$ cat src/rtl/approx_add_pkg.sv
// Shared constants and helpers for the approximate OR-based adder pipeline.
package approx_add_pkg;

    localparam int DEF_WIDTH      = 8;
    localparam int DEF_MAX_APPROX = 4;
    localparam int DEF_ACC_W      = 24;

    // Clamp the requested approximate low-bit count to what the instance supports.
    function automatic int unsigned sat_k(input int unsigned k_req, input int unsigned k_max);
        return (k_req > k_max) ? k_max : k_req;
    endfunction

endpackage

$ cat src/rtl/approx_or_adder_core.sv
// Combinational approximate adder: OR on the low k bits, exact add above,
// plus the absolute error against the exact sum.
module approx_or_adder_core
    import approx_add_pkg::*;
#(
    parameter int WIDTH = DEF_WIDTH,
    parameter int KW    = $clog2(WIDTH + 1)
) (
    input  logic [WIDTH-1:0] a,
    input  logic [WIDTH-1:0] b,
    input  logic             cin,
    input  logic [KW-1:0]    k,
    output logic [WIDTH-1:0] sum,
    output logic             cout,
    output logic [WIDTH:0]   err
);
    logic [WIDTH:0] ea, eb, exact, approx, mask, upper, carry_vec;
    logic           c_up;

    always_comb begin
        ea        = {1'b0, a};
        eb        = {1'b0, b};
        exact     = ea + eb + {{WIDTH{1'b0}}, cin};
        approx    = exact;
        mask      = '0;
        upper     = '0;
        carry_vec = '0;
        c_up      = 1'b0;
        if (k != '0) begin
            // The upper part is seeded with the generate of the top approximated bit.
            mask      = ({{WIDTH{1'b0}}, 1'b1} << k) - {{WIDTH{1'b0}}, 1'b1};
            carry_vec = (ea & eb) >> (k - KW'(1));
            c_up      = carry_vec[0];
            upper     = (ea >> k) + (eb >> k) + {{WIDTH{1'b0}}, c_up};
            approx    = (upper << k) | ((ea | eb) & mask);
        end
        sum  = approx[WIDTH-1:0];
        cout = approx[WIDTH];
        err  = (exact >= approx) ? (exact - approx) : (approx - exact);
    end
endmodule

$ cat src/rtl/approx_or_adder_pipe.sv
// Two-stage ready/valid pipeline around approx_or_adder_core with saturating
// error and transaction accumulators.
module approx_or_adder_pipe
    import approx_add_pkg::*;
#(
    parameter int WIDTH      = DEF_WIDTH,
    parameter int MAX_APPROX = DEF_MAX_APPROX,
    parameter int ACC_W      = DEF_ACC_W
) (
    input  logic                         clk,
    input  logic                         rst_n,
    input  logic                         in_valid,
    output logic                         in_ready,
    input  logic [WIDTH-1:0]             a,
    input  logic [WIDTH-1:0]             b,
    input  logic                         cin,
    input  logic [$clog2(WIDTH+1)-1:0]   approx_k,
    output logic                         out_valid,
    input  logic                         out_ready,
    output logic [WIDTH-1:0]             sum,
    output logic                         cout,
    output logic [WIDTH:0]               err,
    input  logic                         stats_clr,
    output logic [ACC_W-1:0]             err_acc,
    output logic [ACC_W-1:0]             txn_cnt
);
    localparam int KW = $clog2(WIDTH + 1);

    function automatic logic [ACC_W-1:0] sat_add(input logic [ACC_W-1:0] acc,
                                                 input logic [ACC_W-1:0] inc);
        logic [ACC_W:0] s;
        s = {1'b0, acc} + {1'b0, inc};
        return s[ACC_W] ? '1 : s[ACC_W-1:0];
    endfunction

    logic             vld_p1_q, vld_p2_q;
    logic [WIDTH-1:0] a_p1_q, b_p1_q;
    logic             cin_p1_q;
    logic [KW-1:0]    k_p1_q, k_p1_d;
    logic [WIDTH-1:0] sum_p2_q, sum_p2_d;
    logic             cout_p2_q, cout_p2_d;
    logic [WIDTH:0]   err_p2_q, err_p2_d;
    logic [ACC_W-1:0] err_acc_q, err_acc_d, txn_cnt_q, txn_cnt_d;
    logic             adv_p2, out_hs;

    assign adv_p2   = !vld_p2_q || out_ready;
    assign in_ready = !vld_p1_q || adv_p2;
    assign out_hs   = vld_p2_q && out_ready;
    assign k_p1_d   = KW'(sat_k(32'(approx_k), MAX_APPROX));

    // Stage 1: operand capture
    always_ff @(posedge clk) begin
        if (!rst_n) begin
            vld_p1_q <= 1'b0;
        end else if (in_ready) begin
            vld_p1_q <= in_valid;
        end
    end

    always_ff @(posedge clk) begin
        if (in_valid && in_ready) begin
            a_p1_q   <= a;
            b_p1_q   <= b;
            cin_p1_q <= cin;
            k_p1_q   <= k_p1_d;
        end
    end

    approx_or_adder_core #(.WIDTH(WIDTH), .KW(KW)) u_core (
        .a   (a_p1_q),
        .b   (b_p1_q),
        .cin (cin_p1_q),
        .k   (k_p1_q),
        .sum (sum_p2_d),
        .cout(cout_p2_d),
        .err (err_p2_d)
    );

    // Stage 2: result register
    always_ff @(posedge clk) begin
        if (!rst_n) begin
            vld_p2_q  <= 1'b0;
            sum_p2_q  <= '0;
            cout_p2_q <= 1'b0;
            err_p2_q  <= '0;
        end else if (adv_p2) begin
            vld_p2_q <= vld_p1_q;
            if (vld_p1_q) begin
                sum_p2_q  <= sum_p2_d;
                cout_p2_q <= cout_p2_d;
                err_p2_q  <= err_p2_d;
            end
        end
    end

    // A clear coinciding with a handshake still counts that result.
    always_comb begin
        err_acc_d = stats_clr ? '0 : err_acc_q;
        txn_cnt_d = stats_clr ? '0 : txn_cnt_q;
        if (out_hs) begin
            err_acc_d = sat_add(err_acc_d, ACC_W'(err_p2_q));
            txn_cnt_d = sat_add(txn_cnt_d, ACC_W'(1));
        end
    end

    always_ff @(posedge clk) begin
        if (!rst_n) begin
            err_acc_q <= '0;
            txn_cnt_q <= '0;
        end else begin
            err_acc_q <= err_acc_d;
            txn_cnt_q <= txn_cnt_d;
        end
    end

    assign out_valid = vld_p2_q;
    assign sum       = sum_p2_q;
    assign cout      = cout_p2_q;
    assign err       = err_p2_q;
    assign err_acc   = err_acc_q;
    assign txn_cnt   = txn_cnt_q;
endmodule
$ cat config.mk
export PLATFORM = sky130hd
export DESIGN_NAME = approx_or_adder_pipe
export DESIGN_NICKNAME = d
export VERILOG_FILES = /design/src/rtl/approx_add_pkg.sv /design/src/rtl/approx_or_adder_core.sv /design/src/rtl/approx_or_adder_pipe.sv
export SDC_FILE = /design/constraint.sdc
export NUM_CORES = 1
export LEC_CHECK = 0
export ABC_CLOCK_PERIOD_IN_PS = 15700
export CELL_PAD_IN_SITES_DETAIL_PLACEMENT = 1
export CELL_PAD_IN_SITES_GLOBAL_PLACEMENT = 1
export CORE_MARGIN = 2
export CORE_UTILIZATION = 46
export DETAILED_ROUTE_END_ITERATION = 16
export GPL_TIMING_DRIVEN = 0
export MAX_ROUTING_LAYER = met4
export PLACE_DENSITY = 0.89
export SLEW_MARGIN = 20
export SYNTH_ARGS = -nofsm -noshare
export SYNTH_HDL_FRONTEND = slang
export SYNTH_HIERARCHICAL = 1
export SYNTH_SLANG_ARGS = --single-unit
$ cat constraint.sdc
create_clock -name clk -period 15.7 [get_ports clk]
set_input_delay 3.14 -clock clk [delete_from_list [all_inputs] [get_ports clk]]
set_output_delay 3.14 -clock clk [all_outputs]
set_load 0.1 [all_outputs]
* Word-level counts from Yosys, hierarchy flattened
Index checks and enable logic that the tools add are counted.
Word-level totals: bits in registers 89, bits in latches 0, bits in writable memories 0, memory bits (read-only) 0, bits of input ports 26, output and inout bits 68, word-level logic and storage cells 48, memories kept 0
Operators by class: add/subtract/negate cells 10, multiply operators 0, divide/modulo/power cells 0, magnitude comparators 2, equal/unequal tests 0, shifts and indexed selects 5, muxes and demuxes 8, bitwise operators 4, reductions and logical operators 8
Operators by type and width (number):
- 2-to-1 mux 24 bit | 6
- adder 24 x 1 -> 25 bit, second input constant | 1
- adder 24 x 9 -> 25 bit | 1
- adder 9 x 1 -> 9 bit | 2
- 2-to-1 mux 9 bit | 2
- >> shifter 8 x 4 -> 9 bit | 2
- subtractor 9 bit | 2
- adder 8 x 8 -> 9 bit | 1
- adder 9 bit | 1
- AND 9 bit | 1
- >= comparator 9 bit | 1
- bitwise OR 9 bit | 1
- left shift 1 x 4 -> 9 bit, first input constant | 1
- left shift 9 x 4 -> 9 bit | 1
- >> shifter 9 x 4 -> 1 bit | 1
- subtractor 9 x 1 -> 9 bit, second input constant | 1
- AND 8 bit | 1
- bitwise OR 8 bit | 1
- greater-than comparator 4 x 3 -> 1 bit, second input constant | 1
- nonzero test 4 bit | 1
- subtractor 4 x 1 -> 4 bit, second input constant | 1
- logical AND 1 bit | 2
- logical NOT 1 bit | 2
- logical OR 1 bit | 2
- AND reduction 2 bit | 1

* Logic depth before layout (Yosys ltp)
Gate-level depths: netlist of run 1.
depth in word-level cells 8, depth in mapped cells 29, depth with buffers taken out 25

* Cells and area by module
Netlist of run 1, hierarchy kept.
By module, submodules not included:
- approx_or_adder_pipe | instances 1, cells each 453, area each 4295.4 um^2, seq. area each 1991.9 um^2
- approx_or_adder_core | instances 1, cells each 392, area each 2830.2 um^2, seq. area each 0.0 um^2

* Least setup slack after synthesis of run 1
No wires, ideal clock.
path type in2out, start point in out_ready, end point out in_ready, data arrival time 3.943 ns, required time 12.560 ns, setup slack 8.617 ns, stages on the path 2, path buffers 0, cells stage by stage nor2b_1 -> nand2_1
Between the ends: cells in the longest elaborated chain, start to end 2
Ends and longest elaborated chain:
- from (decl) | RTL line approx_or_adder_pipe.sv:19 | input logic out_ready,
- logical OR 1 bit | RTL line approx_or_adder_pipe.sv:46 | assign adv_p2 = !vld_p2_q || out_ready;
- logical OR 1 bit | RTL line approx_or_adder_pipe.sv:47 | assign in_ready = !vld_p1_q || adv_p2;
- to (decl) | RTL line approx_or_adder_pipe.sv:13 | output logic in_ready,
No other way between the ends.

* Final worst setup path of run 1
Ends and elaborated chain as after synthesis.

==> results of run 1 <==
registers in the layout, indices dropped and copies added (netlist names):
signal	count
a_p1_q	8
cout	1
txn_cnt	24
cin_p1_q	1
k_p1_q	4
sum	8
err_acc	24
out_valid	1
err	9
vld_p1_q	1
b_p1_q	8
worst reg2reg max path: cells and delay by family, from the launching register on:
kind / cells / cell delay, ns
AO/OA/AOI/OAI: 14 / 2.97
XOR/XNOR: 1 / 0.15
adder cells (fa/ha/maj): 3 / 1.37
buffers and inverters: 3 / 1.06
flip-flops: 1 / 0.45
multiplexers: 1 / 0.17
AND/OR/NAND/NOR: 6 / 0.74
cell usage after synthesis, types with 3 or more instances:
cell       number  share of area, %
fa_1            7               2.0
a2bb2oi_1       3              0.37
nor2b_1        27               2.4
nor3_1         16               1.1
a311oi_1        4              0.49
o211a_1         4              0.56
and2_1         13               1.1
mux4_2          8               2.5
ha_1           57                10
o31a_1          3              0.37
a21o_1          8              0.84
nor2_1         81               4.3
mux2_2          6              0.95
nor4_1          3              0.26
and4_1          3              0.37
xnor2_1        32               3.9
and3_1         10              0.88
o22ai_1         7              0.61
mux2i_1        12               1.7
xor2_1         17               2.1
buf_1           4              0.21
edfxtp_1       21               8.8
nand2b_1        7              0.61
nand3_1        12              0.84
buf_2           5              0.35
o21a_1         23               2.4
nand2_1        96               5.1
a22oi_1         3              0.32
inv_1          46               2.4
nand4_1        14               1.2
a31oi_1        10              0.88
o221a_1         9               1.4
a211o_1         4              0.49
o211ai_1        4              0.42
dfxtp_1        68                19
o21ai_0        38               2.7
clkbuf_1       27               1.4
or3_1           3              0.26
a211oi_1       13               1.4
a21oi_1        55               3.9
power by group through the flow:
stage          Clock (µW)  Combinational [µW]  Sequential, µW
6_report              236                 300             257
4_1_cts               238                 297             258
3_5_place_dp            0                 294             262
2_1_floorplan           0                 174             308
3_3_place_gp            0                 286             261
5_1_grt               245                 324             258
final cells by class:
type	count	area (µm²)	share of cell area (%)
Inverter	48	180	2.10
Timing Repair Buffer	92	921	10.7
Clock buffer	13	272	3.16
Buffer	40	179	2.08
Multi-Input combinational cell	668	4770	55.5
Tap cell	188	235	2.74
Clock inverter	3	46.3	0.538
Sequential cell	89	1990	23.2
metrics by stage:
| stage | hold slack (ns) | total power (µW) | std cells |
|---|---|---|---|
| after CTS | 0.456 | 792 | 1141 |
| after global routing | 0.476 | 827 | 1141 |
| after detailed placement | 0.447 | 556 | 1125 |
| after global placement | 0.442 | 547 | 1125 |
| after floorplan | 0.496 | 482 | 845 |
| final | 0.454 | 793 | 1141 |
layer usage:
| metal | GRT usage (%) | vias to the layer above |
|---|---|---|
| met1 | 37.3 | 3378 |
| met2 | 48.4 | 216 |
| li1 | - | 3236 |
| met3 | 4.32 | 62 |
| met5 | - | - |
| met4 | 11.6 | 0 |
kinds of logic after synthesis:
logic type / count (synthesis)
and+or+nand+nor: 308
AOI/OAI and AO/OA: 220
DFF: 89
buffers and inverters: 88
adders and majority gates: 64
xor gates and xnor gates: 49
muxes: 26
other: 1
worst max path at each step:
stage	cells past startpoint	from	to	slack, ns
6_report	4	out_ready	in_ready	7.41
3_3_place_gp	4	out_ready	in_ready	7.42
5_1_grt	4	out_ready	in_ready	7.37
3_5_place_dp	4	out_ready	in_ready	7.42
4_1_cts	4	out_ready	in_ready	7.42
2_1_floorplan	2	out_ready	in_ready	8.62
==> impl_metrics.ini, run 1 <==
[outcome]
status = finished, final reports clean

[power_and_ir_drop]
power.share.sequential_pct = 32.5
switchingPower_uw = 302
p_clk_share_pct = 29.8
sw_frac_of_total_pct = 38.1
powerDensity_mw_per_mm2 = 92.2
combPwrFrac_pct = 37.8
irDropWorstVdd_uv = 83.1
p_int_uw = 491
p_leak_uw = 0.00343

[worst_setup_path]
cp_slowest_cell = clkdlybuf4s50_1
worst_path_most_repeated_cell = clkdlybuf4s50_1
worst-endpoint-arrival_ns = 5.15
crit_fanout = 5
critical_path_required_ns = 12.56
crit_buf_inv = 2
crit_family = buffers and inverters
r2r_end = err[8]
crit_type = in2out
reg2regPathDepth = 28
critical-path-max-stage-delay_ns = 1.17
endpoint_kind = primary output
cp-start-kind = input port
rr_startpoint = k_p1_q[0]
path_cells = clkdlybuf4s50_1, nor2b_1, nand2_1, clkdlybuf4s50_1
ff2ff_setup_slack_ns = 8.69

[floorplan]
start_util_pct = 47.0
dieWidth_um = 128
coreArea_mm2 = 0.0151
rows = 45
die_y_um = 128
pin_count = 94
die_area_mm2 = 0.0165

[layout]
area_growth_pct = 20.7
drive_gt1_share_pct = 6.82
final_common_cell = nand2_1
nFillCells = 1793
final_cell_mix = nand2_1 (96), clkdlybuf4s50_1 (92), nor2_1 (81)
design_area_mm2 = 0.00860
fin_util_pct = 56.8
fin_nets = 1038
diodes = 0

[placement]
io_buffers = 92
place_area_mm2 = 0.00828
place_congestion = 0.929
place_ws_ns = 7.42
hpwl_um = 17900

[yosys]
synth_xor_area_share_pct = 6.02
synth_edf_count = 21
netlist_area_mm2 = 0.00713
synth_fa_ha_area_share_pct = 12.0
syn_avg_cell_area_um2 = 8.43
ys.flop_type = dfxtp_1
synthCells = 845
synthArstFlopShare_pct = 0
synth_seq_area_share_pct = 28.0
muxShareOfSynthArea_pct = 5.16
ys_warn_count = 6
yosys.area_share.simple_pct = 21.6
synth_top_family_by_area = compound AO/OA/AOI/OAI gates
synth.distinct_cells = 86
synth-compound-area-share_pct = 22.2
synth-seq-cells = 89
synth_nets = 935

[timing]
fin_crit_sh_pct = 52.8
finalWorstSetupSlack_ns = 7.41
fmax_ghz = 0.121
tightest_slew_ns = 1.04
rsz0062_at_grt = false
slew_headroom_pct = 30.8
fin_skew_ns = 0.0153
setup_viol = 0
hold_viol_final = 0
slew_viol_final = 0
setup_tns_ns = 0
fin_crit_ns = 8.29

[cts]
clock_latency_ns = 0.36
cts_tree = built
cts_resized = 0
clock_path_buffers = 2
clk_pin_slew_worst_paths_ns = 0.06
clock_sinks = 89
post_cts_buffers = 0
ctsHoldBuffers = 0
cts_root_buffer = clkbuf_16
numCtsBuffers = 9
htreeDepth = 3

[hold_path]
hold_end = sum[4]
min_from = sum[4]
worstHoldPathCells = 2
hold_class = reg2reg

[detailed_routing]
wl_met1_um = 10500
wl_um = 23600
wl_met3_um = 1060
top_layer = met4
wl_met2_um = 11300
vias = 6892
wire_per_inst_um = 20.7
drt_iter0_markers = 459
drc = 0
drt-pass1-iter-count = 5
drtAntennaViolNets = 0
viasPerCell = 6.04

[global_route]
track_usage_pct = 29.7
first_global_vias = 7018
grt_pass1_wl_um = 37400
grt_antenna_before_repair = 0
overflow = 0
grt_max_degree = 22

[run]
drv_cap = 0
No activity file was read; power rests on OpenSTA's default activity.
==> run 2: changes to the inputs <==
--- a/config.mk
+++ b/config.mk
@@ -5,15 +5,15 @@
 export SDC_FILE = /design/constraint.sdc
 export NUM_CORES = 1
 export LEC_CHECK = 0
-export ABC_CLOCK_PERIOD_IN_PS = 15700
+export ABC_CLOCK_PERIOD_IN_PS = 8300
 export CELL_PAD_IN_SITES_DETAIL_PLACEMENT = 1
 export CELL_PAD_IN_SITES_GLOBAL_PLACEMENT = 1
 export CORE_MARGIN = 2
-export CORE_UTILIZATION = 46
+export CORE_UTILIZATION = 43
 export DETAILED_ROUTE_END_ITERATION = 16
 export GPL_TIMING_DRIVEN = 0
 export MAX_ROUTING_LAYER = met4
-export PLACE_DENSITY = 0.89
+export PLACE_DENSITY = 0.84
 export SLEW_MARGIN = 20
 export SYNTH_ARGS = -nofsm -noshare
 export SYNTH_HDL_FRONTEND = slang
==> constraint.sdc (replaced) <==
create_clock -name clk -period 8.3 [get_ports clk]
set_input_delay 1.66 -clock clk [delete_from_list [all_inputs] [get_ports clk]]
set_output_delay 1.66 -clock clk [all_outputs]
set_load 0.1 [all_outputs]
==> run 2 against run 1 <==
Sequential power increased by 89%. Routed wire length decreased by 6.7%. Register-to-register slack got worse by 7.3 ns. Critical path type is now reg2reg. Sequential cell count unchanged. Non-clock buffer count unchanged. First-iteration DRC count increased by 3.9%. Critical endpoint is now err[8]. Largest cell class unchanged. Critical path depth increased by 22. Die area increased by 6.8%. Core utilization decreased by 4.1 points. Largest power group unchanged.
==> impl_metrics.ini, run 2 (synthesized netlist as in run 1, its figures left out) <==
[outcome]
status = finished, final reports clean

[placement]
place_congestion = 0.922
place_ws_ns = 1.58
io_buffers = 92
place_inst = 1157
hpwl_um = 17400

[cts]
clock_sinks = 89
cts_resized = 0
cts_tree = built
ctsHoldBuffers = 0
clock_path_buffers = 2
clk_pin_slew_worst_paths_ns = 0.06
cts_root_buffer = clkbuf_16
post_cts_buffers = 0
htreeDepth = 3
clock_latency_ns = 0.36
numCtsBuffers = 9

[power_and_ir_drop]
switchingPower_uw = 560
p_int_uw = 940
power.share.sequential_pct = 32.3
powerDensity_mw_per_mm2 = 173
p_clk_share_pct = 30.3
irDropWorstVdd_uv = 112
combPwrFrac_pct = 37.4
sw_frac_of_total_pct = 37.3
p_leak_uw = 0.00343

[timing]
worst_hold_slack_ns = 0.461
fmax_ghz = 0.145
hold_viol_final = 0
fin_skew_ns = 0.0147
fin_crit_sh_pct = 82.9
slew_headroom_pct = 31.3
slew_viol_final = 0
setup_viol = 0
tightest_slew_ns = 1.03
finalWorstSetupSlack_ns = 1.42
setup_tns_ns = 0
rsz0062_at_grt = false
fin_crit_ns = 6.88

[worst_setup_path]
critical_path_required_ns = 8.57
worst_path_most_repeated_cell = a21oi_1
endpoint_kind = flip-flop
crit_buf_inv = 3
critical-path-max-stage-delay_ns = 0.55
cp-start-kind = flip-flop
cp_slowest_cell = edfxtp_1
crit_family = compound AO/OA/AOI/OAI gates
crit_type = reg2reg
worst-endpoint-arrival_ns = 7.15
crit_fanout = 11

[global_route]
overflow = 0
first_global_vias = 6902
grt_max_degree = 22
grt_pass1_wl_um = 35900
track_usage_pct = 26.0
grt_antenna_before_repair = 0

[layout]
final_cells = 1173
drive_gt1_share_pct = 7.03
final_common_cell = nand2_1
area_growth_pct = 21.4
diodes = 0
final_cell_mix = nand2_1 (96), clkdlybuf4s50_1 (92), nor2_1 (81)
nFillCells = 1959
fin_nets = 1038
fin_util_pct = 52.7

[floorplan]
die_area_mm2 = 0.0176
rows = 47
die_y_um = 133
start_util_pct = 43.4
coreArea_mm2 = 0.0164
dieWidth_um = 133
pin_count = 94

[detailed_routing]
drtAntennaViolNets = 0
vias = 6779
drc = 0
drt_iter0_markers = 477
wl_um = 22000
drt-pass1-iter-count = 5
wire_per_inst_um = 18.8
viasPerCell = 5.78

[hold_path]
hold_class = reg2reg

[run]
drv_cap = 0
==> run 2: cell count changes in the layout (fill, tap and decap cells not counted) <==
cell	change
clkbuf_1	-2
clkinv_4	+1
bufinv_16	+1
clkbuf_16	-1
clkinv_2	+1
==> run 2: final cells by class <==
type                    count  area (µm²)  share of cell area [%]
repair buffers             92         921                    10.6
flip-flops and latches     89        1990                    23.0
clock inverters             6        90.1                    1.04
inverters                  48         180                    2.08
well taps                 220         275                    3.18
clock buffers              10         239                    2.76
plain buffers              40         179                    2.07
multi-input cells         668        4770                    55.2
==> run 2: final timing paths <==
check | slack, ns | endpoint | cells after the start | from
setup / recovery | 1.42 | err[8] | 26 | k_p1_q[1]
hold / removal | 0.46 | sum[5] | 2 | sum[5]
setup reg to reg | 1.42 | err[8] | 26 | k_p1_q[1]
hold reg to reg | 0.46 | sum[5] | 2 | sum[5]
==> run 2: routing by layer <==
| metal | global-route usage [%] | wire length, µm | share of wire [%] | vias up |
|---|---|---|---|---|
| met1 | 33.6 | 9960 | 45 | 3334 |
| met3 | 3.87 | 907 | 4.1 | 36 |
| met2 | 42.3 | 10800 | 49 | 180 |
| li1 | - | - | - | 3229 |
| met4 | 7.95 | 384 | 1.7 | 0 |
| met5 | - | 0 | 0 | - |
==> run 2: metrics by stage <==
step                      total power [µW]  area, µm²
after floorplan                        912       7130
after detailed placement              1050       8320
after CTS                             1500       8650
final                                 1500       8650
after global placement                1040       8320
after global routing                  1570       8650
==> run 2: tightest hold or removal path, cell delays in order (launching register included) <==
cell     delay (ns)
dfxtp_1        0.31
nand2_1        0.05
a21oi_1        0.05
==> run 2: power groups by stage <==
stage / Combinational [µW] / Sequential, µW / Clock (µW)
finish: 562 / 485 / 454
global route: 608 / 488 / 477
CTS: 558 / 485 / 461
detailed placement: 555 / 495 / 0
global placement: 542 / 494 / 0
floorplan: 329 / 582 / 0
==> run 3: changes to the inputs <==
--- a/config.mk
+++ b/config.mk
@@ -5,15 +5,15 @@
 export SDC_FILE = /design/constraint.sdc
 export NUM_CORES = 1
 export LEC_CHECK = 0
-export ABC_CLOCK_PERIOD_IN_PS = 8300
+export ABC_CLOCK_PERIOD_IN_PS = 6100
 export CELL_PAD_IN_SITES_DETAIL_PLACEMENT = 1
 export CELL_PAD_IN_SITES_GLOBAL_PLACEMENT = 1
 export CORE_MARGIN = 2
-export CORE_UTILIZATION = 43
+export CORE_UTILIZATION = 38
 export DETAILED_ROUTE_END_ITERATION = 16
 export GPL_TIMING_DRIVEN = 0
 export MAX_ROUTING_LAYER = met4
-export PLACE_DENSITY = 0.84
+export PLACE_DENSITY = 0.79
 export SLEW_MARGIN = 20
 export SYNTH_ARGS = -nofsm -noshare
 export SYNTH_HDL_FRONTEND = slang
==> constraint.sdc (replaced) <==
create_clock -name clk -period 6.1 [get_ports clk]
set_input_delay 1.22 -clock clk [delete_from_list [all_inputs] [get_ports clk]]
set_output_delay 1.22 -clock clk [all_outputs]
set_load 0.1 [all_outputs]
==> run 3 against run 2 <==
Combinational power up 44%. Routed wire length is 0.86% higher. Clock skew shrank 0.0022 ns. First-iteration DRC count decreased by 29%. Largest cell class unchanged. Sequential share of layout area decreased by 0.50 points. Die area rose by 13%. Clock power is 15% higher. Setup slack got worse by 1.2 ns. Fmax increased by 17%.
==> impl_metrics.ini, run 3 (synthesized netlist as in run 1, its figures left out) <==
[global_route]
overflow = 0
track_usage_pct = 22.7
grt_max_degree = 22
grt_pass1_wl_um = 35200
grt_antenna_before_repair = 0
first_global_vias = 6635

[detailed_routing]
top_layer = met4
viasPerCell = 5.60
vias = 6681
wl_um = 22200
drtAntennaViolNets = 0
drt_iter0_markers = 341
wl_met1_um = 10600
drt-pass1-iter-count = 5
wl_met2_um = 10400
wl_met3_um = 741
drc = 0
wire_per_inst_um = 18.6

[worst_setup_path]
crit_buf_inv = 3
worst-endpoint-arrival_ns = 6.14
cp-start-kind = flip-flop
crit_type = reg2reg
critical_path_required_ns = 6.37
critical-path-max-stage-delay_ns = 0.45
crit_fanout = 11
cp_slowest_cell = edfxtp_1
endpoint_kind = flip-flop
crit_family = compound AO/OA/AOI/OAI gates

[cts]
htreeDepth = 3
clock_sinks = 89
clk_pin_slew_worst_paths_ns = 0.06
cts_tree = built
clock_latency_ns = 0.35
numCtsBuffers = 9
clock_path_buffers = 2
cts_root_buffer = clkbuf_16
ctsHoldBuffers = 0

[outcome]
status = finished, final reports clean

[timing]
setup_tns_ns = 0
fin_crit_sh_pct = 96.2
slew_viol_final = 0
tightest_slew_ns = 1.04
slew_headroom_pct = 30.1
fmax_ghz = 0.170
fin_crit_ns = 5.87
fin_skew_ns = 0.0125
hold_viol_final = 0
setup_viol = 0

[hold_path]
hold_class = reg2reg

[power_and_ir_drop]
irDropWorstVdd_uv = 141
p_leak_uw = 0.00350
powerDensity_mw_per_mm2 = 225

[floorplan]
die_y_um = 141
coreArea_mm2 = 0.0186
dieWidth_um = 141
rows = 50
die_area_mm2 = 0.0199
start_util_pct = 38.4
pin_count = 94

[layout]
final_common_cell = nand2_1
final_cells = 1192
final_cell_mix = nand2_1 (95), clkdlybuf4s50_1 (92), nor2_1 (81)
drive_gt1_share_pct = 11.2
fin_nets = 1044
nFillCells = 2202
diodes = 0
area_growth_pct = 24.1

[run]
drv_cap = 0

[placement]
hpwl_um = 17500
place_inst = 1171
io_buffers = 92
place_congestion = 0.910
[run 3: changes by cell type in the layout (fill, tap and decap cells not counted), sizes merged]
cell / change
bufinv: -2
clkinvlp: -1
clkinv: +1
buf: +8
clkbuf: -1
[run 3: where the power goes]
part / switching (µW) / internal (µW) / leakage (µW)
Combinational: 509 / 299 / 0.00261
Sequential: 30.5 / 632 / 0.000756
Clock: 234 / 286 / 0.000136
[run 3: per-layer routing]
metal,GRT usage (%),up-vias
li1,-,3243
met1,30.4,3248
met2,36.5,156
met3,3.06,34
met4,5.89,0
met5,-,-
[run 3: final timing paths]
kind / start / end / slack, ns / cells past startpoint
worst max-delay path: k_p1_q[1] / err[6] / 0.23 / 26
worst min-delay path: sum[4] / sum[4] / 0.46 / 2
worst max register to register: k_p1_q[1] / err[6] / 0.23 / 26
worst min register to register: sum[4] / sum[4] / 0.46 / 2
[run 3: cell type report]
class                   count  area, µm²  share of cell area (%)
repair buffers            101        988                    11.2
inverters                  48        181                    2.05
plain buffers              37        199                    2.25
clock buffers              11        243                    2.74
clock inverters             4       27.5                   0.311
well taps                 234        293                    3.31
multi-input cells         668       4920                    55.6
flip-flops and latches     89       1990                    22.5
[run 3: tightest hold or removal path: stages (launching register included)]
cell and delay [ns]:
dfxtp_1 0.31, nand2_1 0.05, a21oi_1 0.05
[run 3: timing repair]
| item | CTS | global route |
|---|---|---|
| resized for setup | 16 | 34 |
| pin swaps | 1 | 9 |
| buffers inserted | 5 | 4 |
| gates cloned | 0 | 0 |
| endpoints found under the setup margin | 8 | 7 |
[run 3: stage by stage]
step / utilization [%] / hold slack (ns) / area [µm²] / setup WS [ns] / total power [µW]
after CTS: 46.7 / 0.465 / 8680 / 0.0607 / 1960
after global placement: 44.9 / 0.445 / 8340 / -0.473 / 1410
after floorplan: - / 0.496 / 7130 / 0.483 / 1240
final: 47.6 / 0.457 / 8840 / 0.230 / 1990
after detailed placement: 44.9 / 0.457 / 8340 / -0.600 / 1430
after global routing: 47.6 / 0.488 / 8840 / -0.0200 / 2100
